===== src/rtl/pwm_multi_channel.sv =====
// Multi-channel PWM generator: shared prescaler and edge/center counter,
// per-channel double-buffered duty registers and registered outputs.

// One PWM channel: shadow/active duty pair plus the registered output bit.
module pwm_lane #(
  parameter int CNT_W = 8
) (
  input  logic             clk,
  input  logic             rst_n,
  input  logic             ld,       // period boundary: shadow -> active
  input  logic             wr,       // duty write addressed to this lane
  input  logic [CNT_W-1:0] wr_data,
  input  logic [CNT_W-1:0] cnt,
  input  logic             en_out,
  input  logic             en_pwm,
  output logic             pwm
);
  logic [CNT_W-1:0] shadow, active;

  // Active loads the pre-write shadow on a boundary; output compares live cnt.
  always_ff @(posedge clk or negedge rst_n) begin
    if (!rst_n) begin
      shadow <= '0;
      active <= '0;
      pwm    <= 1'b0;
    end else begin
      if (ld) active <= shadow;
      if (wr) shadow <= wr_data;
      pwm <= en_out & (en_pwm ? (cnt < active) : 1'b1);
    end
  end
endmodule

module pwm_multi_channel #(
  parameter int NUM_CH  = 16,
  parameter int CNT_W   = 8,
  parameter int PRESC_W = 4,
  parameter int CH_W    = (NUM_CH > 1) ? $clog2(NUM_CH) : 1
) (
  input  logic               clk,
  input  logic               rst_n,
  input  logic [NUM_CH-1:0]  en_out,
  input  logic [NUM_CH-1:0]  en_pwm,
  input  logic               duty_wr_en,
  input  logic [CH_W-1:0]    duty_wr_ch,
  input  logic [CNT_W-1:0]   duty_wr_data,
  input  logic [PRESC_W-1:0] prescale,
  input  logic               mode,
  output logic [NUM_CH-1:0]  out,
  output logic               period_start
);
  // Highest count value reached: M-1 with M = 2^CNT_W - 1.
  localparam logic [CNT_W-1:0] CNT_TOP = CNT_W'((1 << CNT_W) - 2);

  logic [PRESC_W-1:0] presc_cnt;
  logic [CNT_W-1:0]   cnt;
  logic               dir_down;
  logic               mode_q;
  logic               tick;
  logic               boundary;

  // >= rather than == so a prescale lowered below presc_cnt ticks at once.
  assign tick     = (presc_cnt >= prescale);
  assign boundary = tick && (mode_q ? (dir_down && cnt == '0) : (cnt == CNT_TOP));

  // Prescaler divider.
  always_ff @(posedge clk or negedge rst_n) begin
    if (!rst_n) presc_cnt <= '0;
    else        presc_cnt <= tick ? '0 : presc_cnt + 1'b1;
  end

  // Period counter: edge wraps at M-1; center turns around holding M-1 and 0.
  always_ff @(posedge clk or negedge rst_n) begin
    if (!rst_n) begin
      cnt          <= '0;
      dir_down     <= 1'b0;
      mode_q       <= 1'b0;
      period_start <= 1'b0;
    end else begin
      period_start <= boundary;
      if (boundary) begin
        cnt      <= '0;
        dir_down <= 1'b0;
        mode_q   <= mode;
      end else if (tick) begin
        if (!mode_q)        cnt <= cnt + 1'b1;
        else if (dir_down)  cnt <= cnt - 1'b1;
        else if (cnt == CNT_TOP) dir_down <= 1'b1;
        else                cnt <= cnt + 1'b1;
      end
    end
  end

  // Channel array; out-of-range write channels match no lane and are dropped.
  for (genvar i = 0; i < NUM_CH; i++) begin : g_lane
    localparam logic [CH_W-1:0] CH_ID = CH_W'(i);
    pwm_lane #(.CNT_W(CNT_W)) u_lane (
      .clk     (clk),
      .rst_n   (rst_n),
      .ld      (boundary),
      .wr      (duty_wr_en && (duty_wr_ch == CH_ID)),
      .wr_data (duty_wr_data),
      .cnt     (cnt),
      .en_out  (en_out[i]),
      .en_pwm  (en_pwm[i]),
      .pwm     (out[i])
    );
  end
endmodule

===== config.mk =====
export PLATFORM = sky130hd
export DESIGN_NAME = pwm_multi_channel
export DESIGN_NICKNAME = d
export VERILOG_FILES = /design/src/rtl/pwm_multi_channel.sv
export SDC_FILE = /design/constraint.sdc
export NUM_CORES = 1
export LEC_CHECK = 0
export BUFFER_PORTS_ARGS = -buffer_cell sky130_fd_sc_hd__buf_2
export CAP_MARGIN = 10
export CORE_UTILIZATION = 35
export DETAILED_ROUTE_END_ITERATION = 10
export GPL_ROUTABILITY_DRIVEN = 1
export RECOVER_POWER = 100
export SETUP_SLACK_MARGIN = 0.15
export SKIP_LAST_GASP = 1
export SYNTH_ARGS = -nofsm -noshare
export SYNTH_HDL_FRONTEND = slang
export SYNTH_SLANG_ARGS = --single-unit

===== constraint.sdc =====
create_clock -name clk -period 5.68 [get_ports clk]
set_input_delay 0.284 -clock clk [delete_from_list [all_inputs] [get_ports clk]]
set_output_delay 0.284 -clock clk [all_outputs]
set_load 0.005 [all_outputs]

==> flow_summary_export.csv <==
group,metric,value,unit
timing,hold_viol,0,
pwr,p_sw_share,29.3,%
timing,timing.fmax,254,MHz
synthesis,syn_avg_cell_area,13.2,µm²
setup_path,cp.arrival,4.39,ns
global_routing,grt_max_degree,178,
floorplanning,die_area,42000,µm²
drt,wire_per_inst,17.3,µm
setup_path,required,6.14,ns
timing,setup_viol,0,
pwr,ir_worst_vdd,0.239,mV
global_routing,antenna_found_initial,1,
synthesis,synthFlopType,"dfrtp_1",
min_path,hold_end,"g_lane[6].u_lane.pwm",
drt,drt-pass1-iter-count,4,
synthesis,synth_most_common_cell,"dfrtp_1",
synthesis,synth_commonest_cells,"dfrtp_1, mux2_2, inv_1",
final_layout,final_util,40.1,%
global_routing,met1_usage,21.0,%
synthesis,synth_mux_area_share,22.7,%
pwr,power,6.04,mW
timing,max_slew_margin,-104,%
pwr,p_clk_share,34.1,%
synthesis,synthSimpleGateAreaFrac,3.04,%
setup_path,rr_startpoint,"cnt[0]",
synthesis,synthArstFlopShare,100,%
global_routing,grt.total_usage,14.8,%
clocking,clk_latency,0.58,ns
setup_path,criticalPathCategory,"register to register",
final_layout,seq_area,7180,µm²
place,place_congestion,0.745,
outcome,violations,"max-capacitance violations, max-slew violations",
clocking,clk_path_buf_depth,3,
place,place_area,15100,µm²
drt,antenna_left,0,
floorplanning,die_h,205,µm
synthesis,synth_top_cell_by_area,"dfrtp_1",
timing,min_period_over_period,69.2,%
min_path,worstHoldPathCells,3,
timing,tns,0,ns
clocking,postCtsSetupBuffers,0,
pwr,power.switching,1.77,mW
clocking,htreeDepth,1,
timing,skew,0.0209,ns
pwr,intPower,4.27,mW
synthesis,mappedNetlistArea,14400,µm²
timing,tightest_slew,3.05,ns
setup_path,r2r_slack,1.75,ns
outcome,status,"finished, violations left",
clocking,numCtsBuffers,31,
final_layout,final_nets,1358,
clocking,clkSlewWorstSetupHoldPaths,0.06,ns
clocking,clock-sinks,287,
timing,min_period,3.93,ns
drt,drc,0,
global_routing,top_usage_layer,"met2",
floorplanning,core_area,40200,µm²
clocking,root_buffer,"clkbuf_16",
final_layout,n_fill_cell,3845,
global_routing,grtUsageMet3,1.81,%
synthesis,synthesis.nets,1263,
synthesis,synth-edff-count,0,
floorplanning,ioPinCount,69,
pwr,p_per_area,375,nW/µm²
min_path,min_from,"en_out[6]",
synthesis,synth_top_cell_area_share,49.9,%
setup_path,r2r_cells,7,
floorplanning,fp-row-count,73,
setup_path,r2r-end,"g_lane[12].u_lane.active[4]",
synthesis,synth_fa_ha_area_share,10.4,%
synthesis,synth-compound-area-share,7.26,%
synthesis,yosysWarnings,0,
global_routing,met2_usage,24.2,%
drt,viasPerCell,4.91,
setup_path,crit_fanout,61,
pwr,p_seq_share,40.6,%
job,drv_cap,1,
global_routing,grt_pass1_wl,48.8,mm
final_layout,drive_above_1_share,24.2,%
synthesis,ys_ff_latch,287,
final_layout,n_antenna_cell,0,
floorplanning,fp.dieW,205,µm
synthesis,synth_cells,1091,
synthesis,ys_seq_area_share,49.9,%
floorplanning,initial_core_util,35.8,%
final_layout,multi_input_area,5950,µm²
synthesis,ys_types,46,
clocking,cts_resized,0,
final_layout,stdcell_area,16100,µm²
clocking,cts_tree,"yes",
timing,rsz0062_at_grt,"false",
place,hpwl,18.2,mm
timing,slew_viol_final,54,
pwr,p_leak,7.51,nW
pwr,combPwrFrac,25.3,%
global_routing,grt_pass1_vias,8965,
setup_path,start_kind,"register",
drt,drt_iter0_drc,382,
synthesis,synth_area_leaders,"dfrtp_1, mux2_2, ha_1, mux2_4, inv_1",
setup_path,crit_path_end_kind,"register",
synthesis,synth_xor_area_share,0.243,%
drt,num_vias,8514,
place,port_buffers,68,
global_routing,gr-total-overflow,0,
final_layout,area_growth,11.8,%
drt,wl,29.9,mm
synthesis,synth_top_family_by_area,"multiplexers",
clocking,holdBufCountCts,32,
min_path,hold_class,"primary input to register",
[cell usage in the layout, fill, tap and decap left out, drive strengths merged, types with 17 or more instances in the layout]
| master | n |
|---|---|
| o21ai | 36 |
| dfrtp | 287 |
| clkbuf | 57 |
| a21o | 20 |
| ha | 120 |
| nor3 | 17 |
| inv | 136 |
| buf | 68 |
| nor2 | 20 |
| a21oi | 34 |
| mux2 | 259 |
| dlygate4sd3 | 32 |
[worst max path at each step]
stage                 from                           to  slack (ns)  depth (start not counted)
finish              cnt[0]  g_lane[12].u_lane.active[4]        1.75                          7
global route        cnt[0]  g_lane[14].u_lane.active[5]        1.48                          7
CTS                 cnt[0]  g_lane[12].u_lane.active[1]        2.28                          7
detailed placement  cnt[0]  g_lane[12].u_lane.active[7]        2.30                          7
global placement    cnt[0]  g_lane[14].u_lane.active[6]        2.36                          7
floorplan           cnt[2]   g_lane[0].u_lane.active[0]        3.06                          9
[per-layer routing]
metal	up-vias	share of wire (%)
met5	-	0
met1	4355	50
li1	4016	-
met2	105	45
met3	38	2.5
met4	0	1.9
[kinds of logic (layout without fill, tap and decap cells)]
kind of cell	count (synthesis)	count (layout)
flip-flops	287	287
multiplexers	260	260
buffers and inverters	184	303
AO/OA/AOI/OAI	154	154
adder cells (fa/ha/maj)	120	120
AND/OR/NAND/NOR	82	82
XOR/XNOR	4	4
[worst max-delay path, cell delays in order, from the launching register on]
cell and delay [ns]:
dfrtp_1 0.42, inv_1 0.69, ha_1 0.29, nand2_1 0.10, o32a_1 0.44, nor2b_1 1.02, buf_12 0.41, mux2_2 0.38
[flip-flops by register name, indices dropped and copies added (netlist names)]
name / flops
mode_q: 1
presc_cnt: 4
g_lane.u_lane.shadow: 128
cnt: 8
g_lane.u_lane.pwm: 16
g_lane.u_lane.active: 128
period_start: 1
dir_down: 1
[stage by stage]
step / setup slack (ns) / instances / hold slack [ns]
after global placement: 2.36 / 1646 / 0.238
final: 1.75 / 1735 / 0.111
after CTS: 2.28 / 1735 / 0.0603
after detailed placement: 2.30 / 1646 / 0.239
after floorplan: 3.06 / 1091 / -0.0116
after global routing: 1.48 / 1735 / 0.103
[cell type report]
class / count / share of cell area (%)
inverters: 135 / 3.15
repair buffers: 111 / 4.75
clock buffers: 46 / 5.54
multi-input cells: 620 / 36.9
well taps: 525 / 4.08
clock inverters: 11 / 0.956
flip-flops and latches: 287 / 44.6
[power by group through the flow]
stage	sequential, mW	clock [mW]	combinational [mW]
6_report	2.45	2.06	1.53
5_1_grt	2.48	2.20	1.76
4_1_cts	2.46	2.12	1.57
3_5_place_dp	2.49	0	1.51
3_3_place_gp	2.48	0	1.46
2_1_floorplan	2.53	0	0.997
No activity file was read; power rests on OpenSTA's default activity.
